### src/rtl/sfp_frame_tx.sv
// sfp_frame_tx: serialises a wide parallel payload into a 32-bit AXI-Stream frame.
//
// Frame layout (NW = FRAME_BITS/32 payload words, NW+2 beats in total):
//   beat 0      : {SOF_MARKER, seq}   seq counts started frames, 0 after reset
//   beat 1..NW  : payload words, lowest 32 bits first
//   beat NW+1   : checksum = sum of payload words mod 2^32, with tlast
//
// Ports:
//   i_clk, i_rst          clock, asynchronous active-low reset
//   i_en                  transmitter enable (only gates acceptance of a start)
//   i_sfp_tx_data         parallel payload, captured when a start is accepted
//   i_sfp_tx_start_flag   single-cycle frame request
//   m_axis_*              32-bit stream master (tdata/tvalid/tready/tlast)
//   o_tx_end_flag         one-cycle pulse after the checksum beat transfers
//   o_busy                high while a frame is in progress
//   o_drop_cnt            saturating count of starts rejected while busy
//   o_state               IDLE=0, HEADER=1, PAYLOAD=2, CHECKSUM=3
module sfp_frame_tx #(
  parameter int unsigned FRAME_BITS = 1216,
  parameter logic [15:0] SOF_MARKER = 16'h5AA5
) (
  input  logic                  i_clk,
  input  logic                  i_rst,
  input  logic                  i_en,
  input  logic [FRAME_BITS-1:0] i_sfp_tx_data,
  input  logic                  i_sfp_tx_start_flag,
  output logic [31:0]           m_axis_tdata,
  output logic                  m_axis_tvalid,
  input  logic                  m_axis_tready,
  output logic                  m_axis_tlast,
  output logic                  o_tx_end_flag,
  output logic                  o_busy,
  output logic [15:0]           o_drop_cnt,
  output logic [1:0]            o_state
);

  localparam int unsigned NumWords = FRAME_BITS / 32;
  localparam int unsigned IdxW     = (NumWords > 1) ? $clog2(NumWords) : 1;
  localparam logic [IdxW-1:0] LastIdx = IdxW'(NumWords - 1);

  typedef enum logic [1:0] {
    StIdle     = 2'd0,
    StHeader   = 2'd1,
    StPayload  = 2'd2,
    StChecksum = 2'd3
  } state_e;

  state_e                state_q;
  logic [FRAME_BITS-1:0] snap_q;
  logic [FRAME_BITS-1:0] snap_shift;
  logic [15:0]           seq_q;
  logic [31:0]           csum_q;
  logic [31:0]           csum_sum;
  logic [IdxW-1:0]       idx_q;
  logic [31:0]           tdata_q;
  logic                  tvalid_q;
  logic                  tlast_q;
  logic                  end_q;
  logic [15:0]           drop_q;
  logic                  xfer;

  // The snapshot is consumed by shifting, so the next payload word is always at [31:0].
  assign snap_shift = snap_q >> 32;
  assign csum_sum   = csum_q + tdata_q;
  assign xfer       = tvalid_q & m_axis_tready;

  always_ff @(posedge i_clk or negedge i_rst) begin
    if (!i_rst) begin
      state_q  <= StIdle;
      snap_q   <= '0;
      seq_q    <= '0;
      csum_q   <= '0;
      idx_q    <= '0;
      tdata_q  <= '0;
      tvalid_q <= 1'b0;
      tlast_q  <= 1'b0;
      end_q    <= 1'b0;
      drop_q   <= '0;
    end else begin
      end_q <= 1'b0;

      // Starts while a frame is in flight are rejected regardless of i_en.
      if (i_sfp_tx_start_flag && (state_q != StIdle) && (drop_q != 16'hFFFF)) begin
        drop_q <= drop_q + 16'd1;
      end

      case (state_q)
        StIdle: begin
          if (i_en && i_sfp_tx_start_flag) begin
            snap_q   <= i_sfp_tx_data;
            csum_q   <= '0;
            idx_q    <= '0;
            tdata_q  <= {SOF_MARKER, seq_q};
            seq_q    <= seq_q + 16'd1;
            tvalid_q <= 1'b1;
            state_q  <= StHeader;
          end
        end
        StHeader: begin
          if (xfer) begin
            tdata_q <= snap_q[31:0];
            state_q <= StPayload;
          end
        end
        StPayload: begin
          if (xfer) begin
            csum_q <= csum_sum;
            snap_q <= snap_shift;
            if (idx_q == LastIdx) begin
              tdata_q <= csum_sum;
              tlast_q <= 1'b1;
              state_q <= StChecksum;
            end else begin
              tdata_q <= snap_shift[31:0];
              idx_q   <= idx_q + 1'b1;
            end
          end
        end
        StChecksum: begin
          if (xfer) begin
            tdata_q  <= '0;
            tvalid_q <= 1'b0;
            tlast_q  <= 1'b0;
            end_q    <= 1'b1;
            state_q  <= StIdle;
          end
        end
        default: state_q <= StIdle;
      endcase
    end
  end

  assign m_axis_tdata  = tdata_q;
  assign m_axis_tvalid = tvalid_q;
  assign m_axis_tlast  = tlast_q;
  assign o_tx_end_flag = end_q;
  assign o_busy        = (state_q != StIdle);
  assign o_drop_cnt    = drop_q;
  assign o_state       = state_q;

endmodule
### config.mk
export PLATFORM = sky130hd
export DESIGN_NAME = sfp_frame_tx
export DESIGN_NICKNAME = d
export VERILOG_FILES = /design/src/rtl/sfp_frame_tx.sv
export SDC_FILE = /design/constraint.sdc
export NUM_CORES = 2
export LEC_CHECK = 0
export ABC_AREA = 0
export BUFFER_PORTS_ARGS = -buffer_cell sky130_fd_sc_hd__buf_4
export CELL_PAD_IN_SITES_DETAIL_PLACEMENT = 0
export CELL_PAD_IN_SITES_GLOBAL_PLACEMENT = 2
export CORE_ASPECT_RATIO = 1.25
export CORE_MARGIN = 4
export CORE_UTILIZATION = 25
export DETAILED_ROUTE_END_ITERATION = 7
export PLACE_DENSITY = 0.67
export SLEW_MARGIN = 20
export SYNTH_ARGS = -nofsm -noshare
export SYNTH_HDL_FRONTEND = slang
export SYNTH_SLANG_ARGS = --single-unit
### constraint.sdc
create_clock -name i_clk -period 6.3 [get_ports i_clk]
set_input_delay 0.63 -clock i_clk [delete_from_list [all_inputs] [get_ports i_clk]]
set_output_delay 0.63 -clock i_clk [all_outputs]
set_load 0.02 [all_outputs]
==> impl_results.md <==
* # DRC at 0
* Via count at 48233
* Overall Global Routing Usage at 21.3%
* Clock root buffer: clkbuf_16
* Headroom to the max-slew limit at around a third
* Gp weighted congestion at 0.905
* Cell Chain, Critical Path: inv_1, ha_4, buf_4, buf_12, buf_4, mux2i_1, o21ai_0
* RSZ-0062 raised after global routing: no
* Num rows at 202
* CTS tree: done
* Slowest cell on the critical path: buf_4
* DR iter-0 viols at 3121
* Worst path most repeated cell: buf_4
* Type of the worst setup path: flip-flop to flip-flop
* Hold depth at 3
* Clk_skew at 0.0534 ns
* Synth async-reset ratio at 100%
* Largest net degree at the start of global routing at 208
* I/O Pins at 1275
* Buffer and inverter count on the worst path at 4
* Die Wd at between 400 and 500 µm
* DRT Pass-1 Iters at 5
* Pleak at about 0.036 µW
* Post-Synthesis Cell Area at between 60000 and 70000 µm²
* Post-CTS Setup Inserts at 0
* EDFF count, synth at 0
* Top_reg_cell synth: dfrtp_1
* WL/cell at 26.4 µm
* WP data arrival at around 4.4 ns
* Hold Path Sink: snap_q[834]$_DFFE_PN0P_
* Clock Sinks at ~1300
* PD cells at around 530 nW/µm²
* Final Net Count at 8331
* Outcome: finished clean
* Core Util, Final at 32.9%
* Worst Max-Slew Pin Slew at 1.01 ns
* Vias per std cell at about 4.6
* Initial antenna violation count at around 150
* H-tree depth at 4
* Die area at 253000 µm²
* Sequential fraction of the synthesis area at 54.1%
* Yosys cell types at 58
* Hpwl dp at 216 mm
* FF-to-FF End: snap_q[364]$_DFFE_PN0P_
* Core Region at 243000 µm²
* Worst R2R Setup Slack at 2.57 ns
* Max incr delay on CP at 0.77 ns
* Die height at 561 µm
* Post-synthesis cell count at 5919
* Starting density of the core at 25.2%
* Fmax achieved at 268 MHz
* Final setup TNS at 0 ns
* DP Area at 74100 µm²
* Final setup vio count at 0
* Reg2reg start: o_state[0]$_DFFE_PN0P_
* CTS max path bufs at 4
* Max Cap Viol at 0
* Final hold vios at 0
* Global Route met1 Usage at 23.2%
* First-pass GRT wire length at 386 mm
* Max-slew violations at 0
* Maximum vdd ir drop at about 0.00048 V
* Crit share post-route at 59.2%
* Number of global-route vias before repair at between 40000 and 50000
* CTS Buf Count at about 170
* Reg2Reg Depth at 7
* Global route hottest layer: met2
* Routed Wire Length at 278 mm
* Hold crit path type: input port to flip-flop
* Post-route cell area at 80000 µm²
* Met3 GRT Util at 7.64%
* Synthesized area per cell at a little over 10 µm²
* Worst endpoint required time at 6.97 ns
* Grt met2 use at 39.2%
* Hold path startpoint: i_sfp_tx_data[834]
* Buffers on Ports at 1274
* Total grt overflow at 0
* Synthesized Nets at 7180
* Antenna-violating nets left at 0
* Yosys warnings at 0
* Yosys reg bits at between 1000 and 1500
* Top Family by Delay on Critical Path: buffers and inverters
* Share of post-route cells with drive strength above 1 at a little under a quarter
* Final Critical Period at ~3.7 ns
* Critical Path Fanout Max at 76
* P&R area growth vs syn at 30.8%
* Worst setup SP type: flip-flop
* CP Capture Type: flip-flop
* Reg clk slew, reported paths at 0.06 ns
* Clk_lat worst skew at 0.83 ns
## power by group
part	switching (µW)	leakage, µW	internal, µW
clock network	3910	0.00257	5550
registers	3260	0.0166	12700
logic	10500	0.0169	6450
total	17700	0.0360	24700
## area by class of cell
| type | count | area (µm²) |
|---|---|---|
| Antenna cell | 57 | 143 |
| Clock buffer | 250 | 4940 |
| Clock inverter | 26 | 297 |
| Fill cell | 25299 | 163000 |
| Inverter | 13 | 48.8 |
| Multi-Input combinational cell | 4147 | 26300 |
| Sequential cell | 1323 | 33100 |
| Tap cell | 3264 | 4080 |
| Timing Repair Buffer | 1419 | 11100 |
## cells by family (layout without fill, tap and decap cells)
kind of cell	count (synthesis)	count (layout)	share of synthesized area [%]
flops	1323	1323	54.1
simple gates	1403	1403	8.91
compound gates	1453	1453	12.7
buf+inv	449	1708	2.99
other cells	0	57	0
xor+xnor	58	58	0.853
fa+ha+maj	40	40	0.831
mux	1193	1193	19.5
## how the worst max path moves through the flow
stage,from,end,slack [ns],cells after the start
after floorplan,m_axis_tdata[0]$_DFFE_PN0P_,m_axis_tdata[30]$_DFFE_PN0P_,3.38,11
after global placement,o_state[0]$_DFFE_PN0P_,snap_q[337]$_DFFE_PN0P_,2.51,7
after detailed placement,o_state[0]$_DFFE_PN0P_,snap_q[364]$_DFFE_PN0P_,2.45,7
after CTS,o_state[0]$_DFFE_PN0P_,snap_q[364]$_DFFE_PN0P_,2.48,7
after global routing,o_state[0]$_DFFE_PN0P_,snap_q[336]$_DFFE_PN0P_,2.31,7
final,o_state[0]$_DFFE_PN0P_,snap_q[364]$_DFFE_PN0P_,2.57,7
## worst min-delay path, cell delays in order
cell and delay, ns:
buf_4 0.08, mux2i_1 0.05, o21ai_0 0.12
## Yosys cell counts (22+ instances only)
cell	n	area (µm²)
clkbuf_1	312	1170
xnor2_1	34	298
buf_2	115	576
a21oi_1	60	300
dfrtp_1	1323	33100
nand3_1	25	125
a21o_1	22	165
nor2_1	48	180
mux2i_1	1191	11900
ha_1	39	488
a22o_1	57	499
nand2_1	1272	4770
xor2_1	23	201
o21ai_0	1237	6190
## per-layer routing
layer,vias to the layer above,wire length [µm]
li1,22955,-
met1,23311,102000
met2,1396,146000
met3,425,23000
met4,146,5800
met5,-,932
## flip-flops by register name, summed over array words and instances, names as in the netlist
name and cells:
csum_q 32, seq_q 16, o_drop_cnt 16, m_axis_tlast 1
snap_q 1216, m_axis_tdata 32, idx_q 6, o_tx_end_flag 1
o_state 2, m_axis_tvalid 1
## layout by cell type, fill, tap and decap left out, types with 4 or more instances in the layout
cell type      instances
buf_4               1340
dfrtp_1             1323
nand2_1             1271
o21ai_0             1237
mux2i_1             1189
clkbuf_16            169
a21oi_1               59
diode_2               57
a22o_1                57
dlygate4sd3_1         54
nor2_1                47
clkbuf_8              41
clkbuf_1              40
ha_1                  37
xnor2_1               34
nand3_1               25
buf_12                24
xor2_1                23
a21o_1                21
a221oi_1              16
nand4_1               14
inv_1                 12
clkinv_2              12
and3_1                10
a221o_1                8
nor3_1                 7
o21ai_1                6
o211ai_1               6
a31oi_1                5
or3_1                  5
o31ai_1                4
nand2b_1               4
a211oi_1               4
nor2b_1                4
bufinv_16              4
## stage by stage
step	total power [µW]	hold slack (ns)	setup slack (ns)	std cells
detailed placement	33400	0.463	2.45	10112
finish	42400	0.0823	2.57	10499
global placement	33000	0.456	2.51	10112
CTS	43100	0.000142	2.48	10442
global route	45600	0.0322	2.31	10466
floorplan	26900	0.334	3.38	5919
## repair_timing
action                                  4_1_cts  5_1_grt
hold buffers                                 54        0
hold endpoints to repair                    118        0
resized for setup                             0        0
endpoints found under the setup margin        0        0
Power figures use the tool's default switching activity.
